$ cat src/rtl/nonce_result_scanner_if.sv
// Memory bus shared between the hasher and the nonce result scanner.
// The scanner drives the bus as master; the memory model or arbiter is the slave.
interface nonce_result_scanner_if #(
    parameter int ADDR_W = 16,
    parameter int DATA_W = 32
);
    logic              mem_clk;
    logic              mem_we;
    logic [ADDR_W-1:0] mem_addr;
    logic [DATA_W-1:0] mem_write_data;
    logic [DATA_W-1:0] mem_read_data;

    modport master (
        output mem_clk,
        output mem_we,
        output mem_addr,
        output mem_write_data,
        input  mem_read_data
    );

    modport slave (
        input  mem_clk,
        input  mem_we,
        input  mem_addr,
        input  mem_write_data,
        output mem_read_data
    );
endinterface

$ cat src/rtl/nonce_result_scanner.sv
// Reads back NUM_NONCES hash words, tracks hits, first hit and minimum hash,
// then writes a 2-word summary. Define SCAN_BSWAP_EN to byte-reverse each word before compare.
module nonce_result_scanner #(
    parameter int NUM_NONCES = 16,
    parameter int ADDR_W     = 16,
    parameter int DATA_W     = 32
) (
    input  logic                  clk,
    input  logic                  reset_n,
    input  logic                  start,
    input  logic [ADDR_W-1:0]     output_addr,
    input  logic [ADDR_W-1:0]     result_addr,
    input  logic [DATA_W-1:0]     target,
    output logic                  done,
    output logic                  busy,
    output logic                  found,
    output logic [7:0]            hit_count,
    output logic [7:0]            first_nonce,
    output logic [7:0]            min_nonce,
    output logic [DATA_W-1:0]     min_hash,
    nonce_result_scanner_if.master mem
);

    localparam logic [7:0] N_CNT  = 8'(NUM_NONCES);
    localparam logic [7:0] N_LAST = 8'(NUM_NONCES - 1);

    typedef enum logic [2:0] {
        IDLE,
        SCAN,
        WR0,
        WR1,
        FIN,
        DONE
    } state_t;

    state_t            state_q, state_d;
    logic [7:0]        issue_cnt_q, issue_cnt_d;
    logic [7:0]        ret_cnt_q, ret_cnt_d;
    logic [1:0]        pipe_q, pipe_d;
    logic [ADDR_W-1:0] out_base_q, out_base_d;
    logic [ADDR_W-1:0] res_base_q, res_base_d;
    logic [DATA_W-1:0] target_q, target_d;
    logic              done_q, done_d;
    logic              busy_q, busy_d;
    logic              found_q, found_d;
    logic [7:0]        hit_count_q, hit_count_d;
    logic [7:0]        first_nonce_q, first_nonce_d;
    logic [7:0]        min_nonce_q, min_nonce_d;
    logic [DATA_W-1:0] min_hash_q, min_hash_d;
    logic              mem_we_q, mem_we_d;
    logic [ADDR_W-1:0] mem_addr_q, mem_addr_d;
    logic [DATA_W-1:0] mem_wdata_q, mem_wdata_d;
    logic [DATA_W-1:0] word;

`ifdef SCAN_BSWAP_EN
    assign word = DATA_W'({mem.mem_read_data[7:0],   mem.mem_read_data[15:8],
                           mem.mem_read_data[23:16], mem.mem_read_data[31:24]});
`else
    assign word = mem.mem_read_data;
`endif

    always_ff @(posedge clk or negedge reset_n) begin
        if (!reset_n) begin
            state_q       <= IDLE;
            issue_cnt_q   <= '0;
            ret_cnt_q     <= '0;
            pipe_q        <= '0;
            out_base_q    <= '0;
            res_base_q    <= '0;
            target_q      <= '0;
            done_q        <= 1'b0;
            busy_q        <= 1'b0;
            found_q       <= 1'b0;
            hit_count_q   <= '0;
            first_nonce_q <= '0;
            min_nonce_q   <= '0;
            min_hash_q    <= '1;
            mem_we_q      <= 1'b0;
            mem_addr_q    <= '0;
            mem_wdata_q   <= '0;
        end else begin
            state_q       <= state_d;
            issue_cnt_q   <= issue_cnt_d;
            ret_cnt_q     <= ret_cnt_d;
            pipe_q        <= pipe_d;
            out_base_q    <= out_base_d;
            res_base_q    <= res_base_d;
            target_q      <= target_d;
            done_q        <= done_d;
            busy_q        <= busy_d;
            found_q       <= found_d;
            hit_count_q   <= hit_count_d;
            first_nonce_q <= first_nonce_d;
            min_nonce_q   <= min_nonce_d;
            min_hash_q    <= min_hash_d;
            mem_we_q      <= mem_we_d;
            mem_addr_q    <= mem_addr_d;
            mem_wdata_q   <= mem_wdata_d;
        end
    end

    // pipe_q tracks read issues through the two-cycle memory latency
    always_comb begin
        state_d       = state_q;
        issue_cnt_d   = issue_cnt_q;
        ret_cnt_d     = ret_cnt_q;
        pipe_d        = {pipe_q[0], 1'b0};
        out_base_d    = out_base_q;
        res_base_d    = res_base_q;
        target_d      = target_q;
        done_d        = done_q;
        busy_d        = busy_q;
        found_d       = found_q;
        hit_count_d   = hit_count_q;
        first_nonce_d = first_nonce_q;
        min_nonce_d   = min_nonce_q;
        min_hash_d    = min_hash_q;
        mem_we_d      = mem_we_q;
        mem_addr_d    = mem_addr_q;
        mem_wdata_d   = mem_wdata_q;

        case (state_q)
            IDLE: begin
                if (start) begin
                    out_base_d    = output_addr;
                    res_base_d    = result_addr;
                    target_d      = target;
                    found_d       = 1'b0;
                    hit_count_d   = '0;
                    first_nonce_d = '0;
                    min_nonce_d   = '0;
                    min_hash_d    = '1;
                    busy_d        = 1'b1;
                    mem_we_d      = 1'b0;
                    mem_addr_d    = output_addr;
                    issue_cnt_d   = 8'd1;
                    ret_cnt_d     = '0;
                    pipe_d[0]     = 1'b1;
                    state_d       = SCAN;
                end
            end
            SCAN: begin
                if (issue_cnt_q < N_CNT) begin
                    mem_addr_d  = out_base_q + ADDR_W'(issue_cnt_q);
                    issue_cnt_d = issue_cnt_q + 8'd1;
                    pipe_d[0]   = 1'b1;
                end
                if (pipe_q[1]) begin
                    if (word < target_q) begin
                        hit_count_d = hit_count_q + 8'd1;
                        if (!found_q) begin
                            found_d       = 1'b1;
                            first_nonce_d = ret_cnt_q;
                        end
                    end
                    // strict compare keeps the lower nonce on ties
                    if (word < min_hash_q) begin
                        min_hash_d  = word;
                        min_nonce_d = ret_cnt_q;
                    end
                    if (ret_cnt_q == N_LAST) begin
                        state_d = WR0;
                    end else begin
                        ret_cnt_d = ret_cnt_q + 8'd1;
                    end
                end
            end
            WR0: begin
                mem_we_d    = 1'b1;
                mem_addr_d  = res_base_q;
                mem_wdata_d = min_hash_q;
                state_d     = WR1;
            end
            WR1: begin
                mem_we_d    = 1'b1;
                mem_addr_d  = res_base_q + ADDR_W'(1);
                mem_wdata_d = DATA_W'({found_q, 7'b0, first_nonce_q, hit_count_q, min_nonce_q});
                state_d     = FIN;
            end
            FIN: begin
                mem_we_d = 1'b0;
                done_d   = 1'b1;
                state_d  = DONE;
            end
            DONE: begin
                done_d  = 1'b0;
                busy_d  = 1'b0;
                state_d = IDLE;
            end
            default: begin
                state_d = IDLE;
            end
        endcase
    end

    assign done               = done_q;
    assign busy               = busy_q;
    assign found              = found_q;
    assign hit_count          = hit_count_q;
    assign first_nonce        = first_nonce_q;
    assign min_nonce          = min_nonce_q;
    assign min_hash           = min_hash_q;
    assign mem.mem_clk        = clk;
    assign mem.mem_we         = mem_we_q;
    assign mem.mem_addr       = mem_addr_q;
    assign mem.mem_write_data = mem_wdata_q;

endmodule

$ cat src/flat_wrapper.sv
// flat-port wrapper written by rule: the top's interface ports become plain ports
module nonce_result_scanner_flat 
#(
    parameter int NUM_NONCES = 16,
    parameter int ADDR_W     = 16,
    parameter int DATA_W     = 32
)
  (clk, reset_n, start, output_addr, result_addr, target, done, busy, found, hit_count, first_nonce, min_nonce, min_hash, mem_mem_clk, mem_mem_we, mem_mem_addr, mem_mem_write_data, mem_mem_read_data);
  nonce_result_scanner_if #(.ADDR_W(ADDR_W), .DATA_W(DATA_W)) mem_i ();
  input  logic clk;
  input  logic reset_n;
  input  logic start;
  input  logic [ADDR_W-1:0] output_addr;
  input  logic [ADDR_W-1:0] result_addr;
  input  logic [DATA_W-1:0] target;
  output logic done;
  output logic busy;
  output logic found;
  output logic [7:0] hit_count;
  output logic [7:0] first_nonce;
  output logic [7:0] min_nonce;
  output logic [DATA_W-1:0] min_hash;
  output wire logic [$bits(mem_i.mem_clk)-1:0] mem_mem_clk;
  output wire logic [$bits(mem_i.mem_we)-1:0] mem_mem_we;
  output wire logic [$bits(mem_i.mem_addr)-1:0] mem_mem_addr;
  output wire logic [$bits(mem_i.mem_write_data)-1:0] mem_mem_write_data;
  input wire logic [$bits(mem_i.mem_read_data)-1:0] mem_mem_read_data;
  assign mem_mem_clk = mem_i.mem_clk;
  assign mem_mem_we = mem_i.mem_we;
  assign mem_mem_addr = mem_i.mem_addr;
  assign mem_mem_write_data = mem_i.mem_write_data;
  assign mem_i.mem_read_data = mem_mem_read_data;
  nonce_result_scanner #(.NUM_NONCES(NUM_NONCES), .ADDR_W(ADDR_W), .DATA_W(DATA_W)) u_core (.clk(clk), .reset_n(reset_n), .start(start), .output_addr(output_addr), .result_addr(result_addr), .target(target), .done(done), .busy(busy), .found(found), .hit_count(hit_count), .first_nonce(first_nonce), .min_nonce(min_nonce), .min_hash(min_hash), .mem(mem_i));
endmodule
$ cat config.mk
export PLATFORM = sky130hd
export DESIGN_NAME = nonce_result_scanner_flat
export DESIGN_NICKNAME = d
export VERILOG_FILES = /design/src/rtl/nonce_result_scanner_if.sv /design/src/rtl/nonce_result_scanner.sv /design/src/flat_wrapper.sv
export SDC_FILE = /design/constraint.sdc
export NUM_CORES = 1
export LEC_CHECK = 0
export CORE_UTILIZATION = 39
export DETAILED_ROUTE_END_ITERATION = 10
export HOLD_SLACK_MARGIN = 0.12
export PLACE_DENSITY = 0.61
export SLEW_MARGIN = 20
export SYNTH_ARGS = -nofsm -noshare
export SYNTH_HDL_FRONTEND = slang
export SYNTH_SLANG_ARGS = --single-unit
export TNS_END_PERCENT = 100
$ cat constraint.sdc
create_clock -name clk -period 7.65 [get_ports clk]
set_input_delay 0.765 -clock clk [delete_from_list [all_inputs] [get_ports clk]]
set_output_delay 0.765 -clock clk [all_outputs]
set_load 0.05 [all_outputs]
==> reports/qor.yml <==
remaining_drc_errors: 10
ir_drop_mv: 0.147
tritoncts: "built"
yosys_warnings: 0
grt_max_degree: 89
synth_top_area_share: 0.382
clk_pin_slew_ps: 70
ys_seq_area_frac: 0.461
end_kind: "primary output"
fin_cells: 1668
p_leak_nw: 6.31
cap_violations: 0
wirelength_mm: 30.4
postCtsHoldBufs: 0
viasPerCell: 5.20
dieWidth_um: 167
drt_iter0_markers: 569
dr.pass1.iters: 9
setup_violations: 0
cts_resized: 0
die-area_um2: 27700
core_um2: 26300
synth.net_count: 1306
startpoint_type: "clock port"
setup_tns_ps: 0
crit_required_ps: 6880
finalWorstSetupSlack_ps: 2130
final_layout_size_suffix_gt1_frac: 0.0698
wl_per_cell_um: 18.2
pre_cts_ws_ps: 2390
grt_pass1_vias: 8706
synth-main-ff-cell: "dfrtp_1"
place_inst: 1633
grt_pass1_wl_mm: 48.5
tightest_slew_ps: 1030
worstSkewPairLatency_ps: 550
violations: "design-rule violations"
antenna_left: 0
synth.area.top_cells: "dfrtp_1 38%, ha_1 8.8%, nand2_1 8.0%"
ioPinCount: 208
gp_congestion: 0.879
fp.dieH_um: 167
criticalPathCategory: "clock port to primary output"
rsz0062_at_grt: "false"
slew_headroom: 0.310
ys_seq_elements: 193
outcome: "finished with violations"
power_density_nw_per_um2: 164
yosys-top-cells-count: "225 x nand2_1, 161 x dfrtp_1, 106 x inv_1, 81 x mux2i_1, 74 x ha_1"
overflow: 0
slew_viol_final: 0
area_growth_pct: 28.0
fin_worst_skew_ps: 13.0
synth_edf_count: 0
cp_data_arrival_time_ps: 4750
fp-row-count: 59
antenna_found_initial: 0
dp.final_hpwl_mm: 22.5
total_power_w: 0.00222
antenna_cells: 0
synth_top_area_cell: "dfrtp_1"
fillers: 2442
ys_types: 70
syn_area_um2: 10600
worst-path-max-fanout: 2
hold_viol: 0
avgSynthCellArea_um2: 9.33
vias: 8679
post-cts-setup-buffer-count: 0
start_util: 0.402
portBuffers: 207
synthArstFlopShare: 1.00
gr-usage-all-layers: 0.226
nets: 1494
hold_path.class: "input port to asynchronous set/reset pin"
yosysMostFrequentCell: "nand2_1"
synthCells: 1132
## cells in the final DEF (no fill, tap or decap), types with 8 or more instances in the layout
cell and instances:
a21oi_1 34, and3_1 9, buf_4 8, clkbuf_16 20
clkdlybuf4s50_1 206, dfrtp_1 160, dfstp_2 32, ha_1 74
inv_1 106, mux2i_1 81, nand2_1 225, nand3_1 14
nand4_1 22, nor2_1 73, nor3_1 10, o21ai_0 73
o21ai_1 22, o22ai_1 8, o31ai_1 8, xnor2_1 17
xor2_1 11
## state kept, by name, summed over array words and instances (netlist names), 16 cells and up
name                       cells
u_core.min_hash               32
u_core.mem.mem_write_data     32
u_core.out_base_q             16
u_core.mem.mem_addr           16
u_core.target_q               32
u_core.res_base_q             16
## where the power goes
| group | switching, W | total [W] | leakage, nW | internal [W] |
|---|---|---|---|---|
| clock network | 0.000450 | 0.000950 | 0.294 | 0.000500 |
| registers | 0.0000152 | 0.00105 | 2.29 | 0.00104 |
| logic | 0.000119 | 0.000213 | 3.72 | 0.0000948 |
| total | 0.000584 | 0.00222 | 6.31 | 0.00163 |
## kinds of logic (layout without fill, tap and decap cells)
kind of cell	count (synthesis)	after routing	synth area share
simple gates	399	399	0.170
compound gates	198	198	0.119
flops	193	193	0.461
buf+inv	157	358	0.0600
mux	82	82	0.0779
fa+ha+maj	75	75	0.0896
xor+xnor	28	28	0.0232
## final timing paths
kind | cells after the start | slack (ps) | start | endpoint
max reg2reg | 5 | 4490 | u_core.state_q[1]$_DFFE_PN0P_ | u_core.first_nonce[4]$_DFFE_PN0P_
max in group asynchronous | 2 | 6050 | reset_n | u_core.state_q[0]$_DFFE_PN0P_
min reg2reg | 0 | 350 | u_core.pipe_q[0]$_DFF_PN0_ | u_core.pipe_q[1]$_DFF_PN0_
min | 1 | 260 | reset_n | u_core.res_base_q[14]$_DFFE_PN0P_
min in group clk | 0 | 350 | u_core.pipe_q[0]$_DFF_PN0_ | u_core.pipe_q[1]$_DFF_PN0_
max | 3 | 2130 | clk | mem_mem_clk
## worst max-delay path: stages
cell and delay [ps]:
clkbuf_16 120, clkbuf_16 120, clkdlybuf4s50_1 680
## routing by layer
layer  global-route usage  share of wire
met5                    0              0
met3               0.0549          0.060
met1                0.291           0.44
met2                0.374           0.48
met4               0.0705          0.023
## layout make-up
| class | count | area (um^2) | share of cell area |
|---|---|---|---|
| clock inverter | 12 | 97.6 | 0.00722 |
| clock buffer | 24 | 522 | 0.0386 |
| sequential | 193 | 4870 | 0.360 |
| multi-input combinational | 782 | 5070 | 0.375 |
| timing repair buffer | 214 | 2130 | 0.157 |
| tap | 335 | 419 | 0.0310 |
| inverter | 108 | 405 | 0.0300 |
## per-stage QoR
stage | area (um^2) | utilization | hold slack [ps]
global route | 13500 | 0.514 | 301
global placement | 12900 | 0.491 | 339
finish | 13500 | 0.514 | 256
CTS | 13500 | 0.514 | 272
detailed placement | 12900 | 0.491 | 341
floorplan | 10600 | - | 331
(Power assumes the default switching activity.)
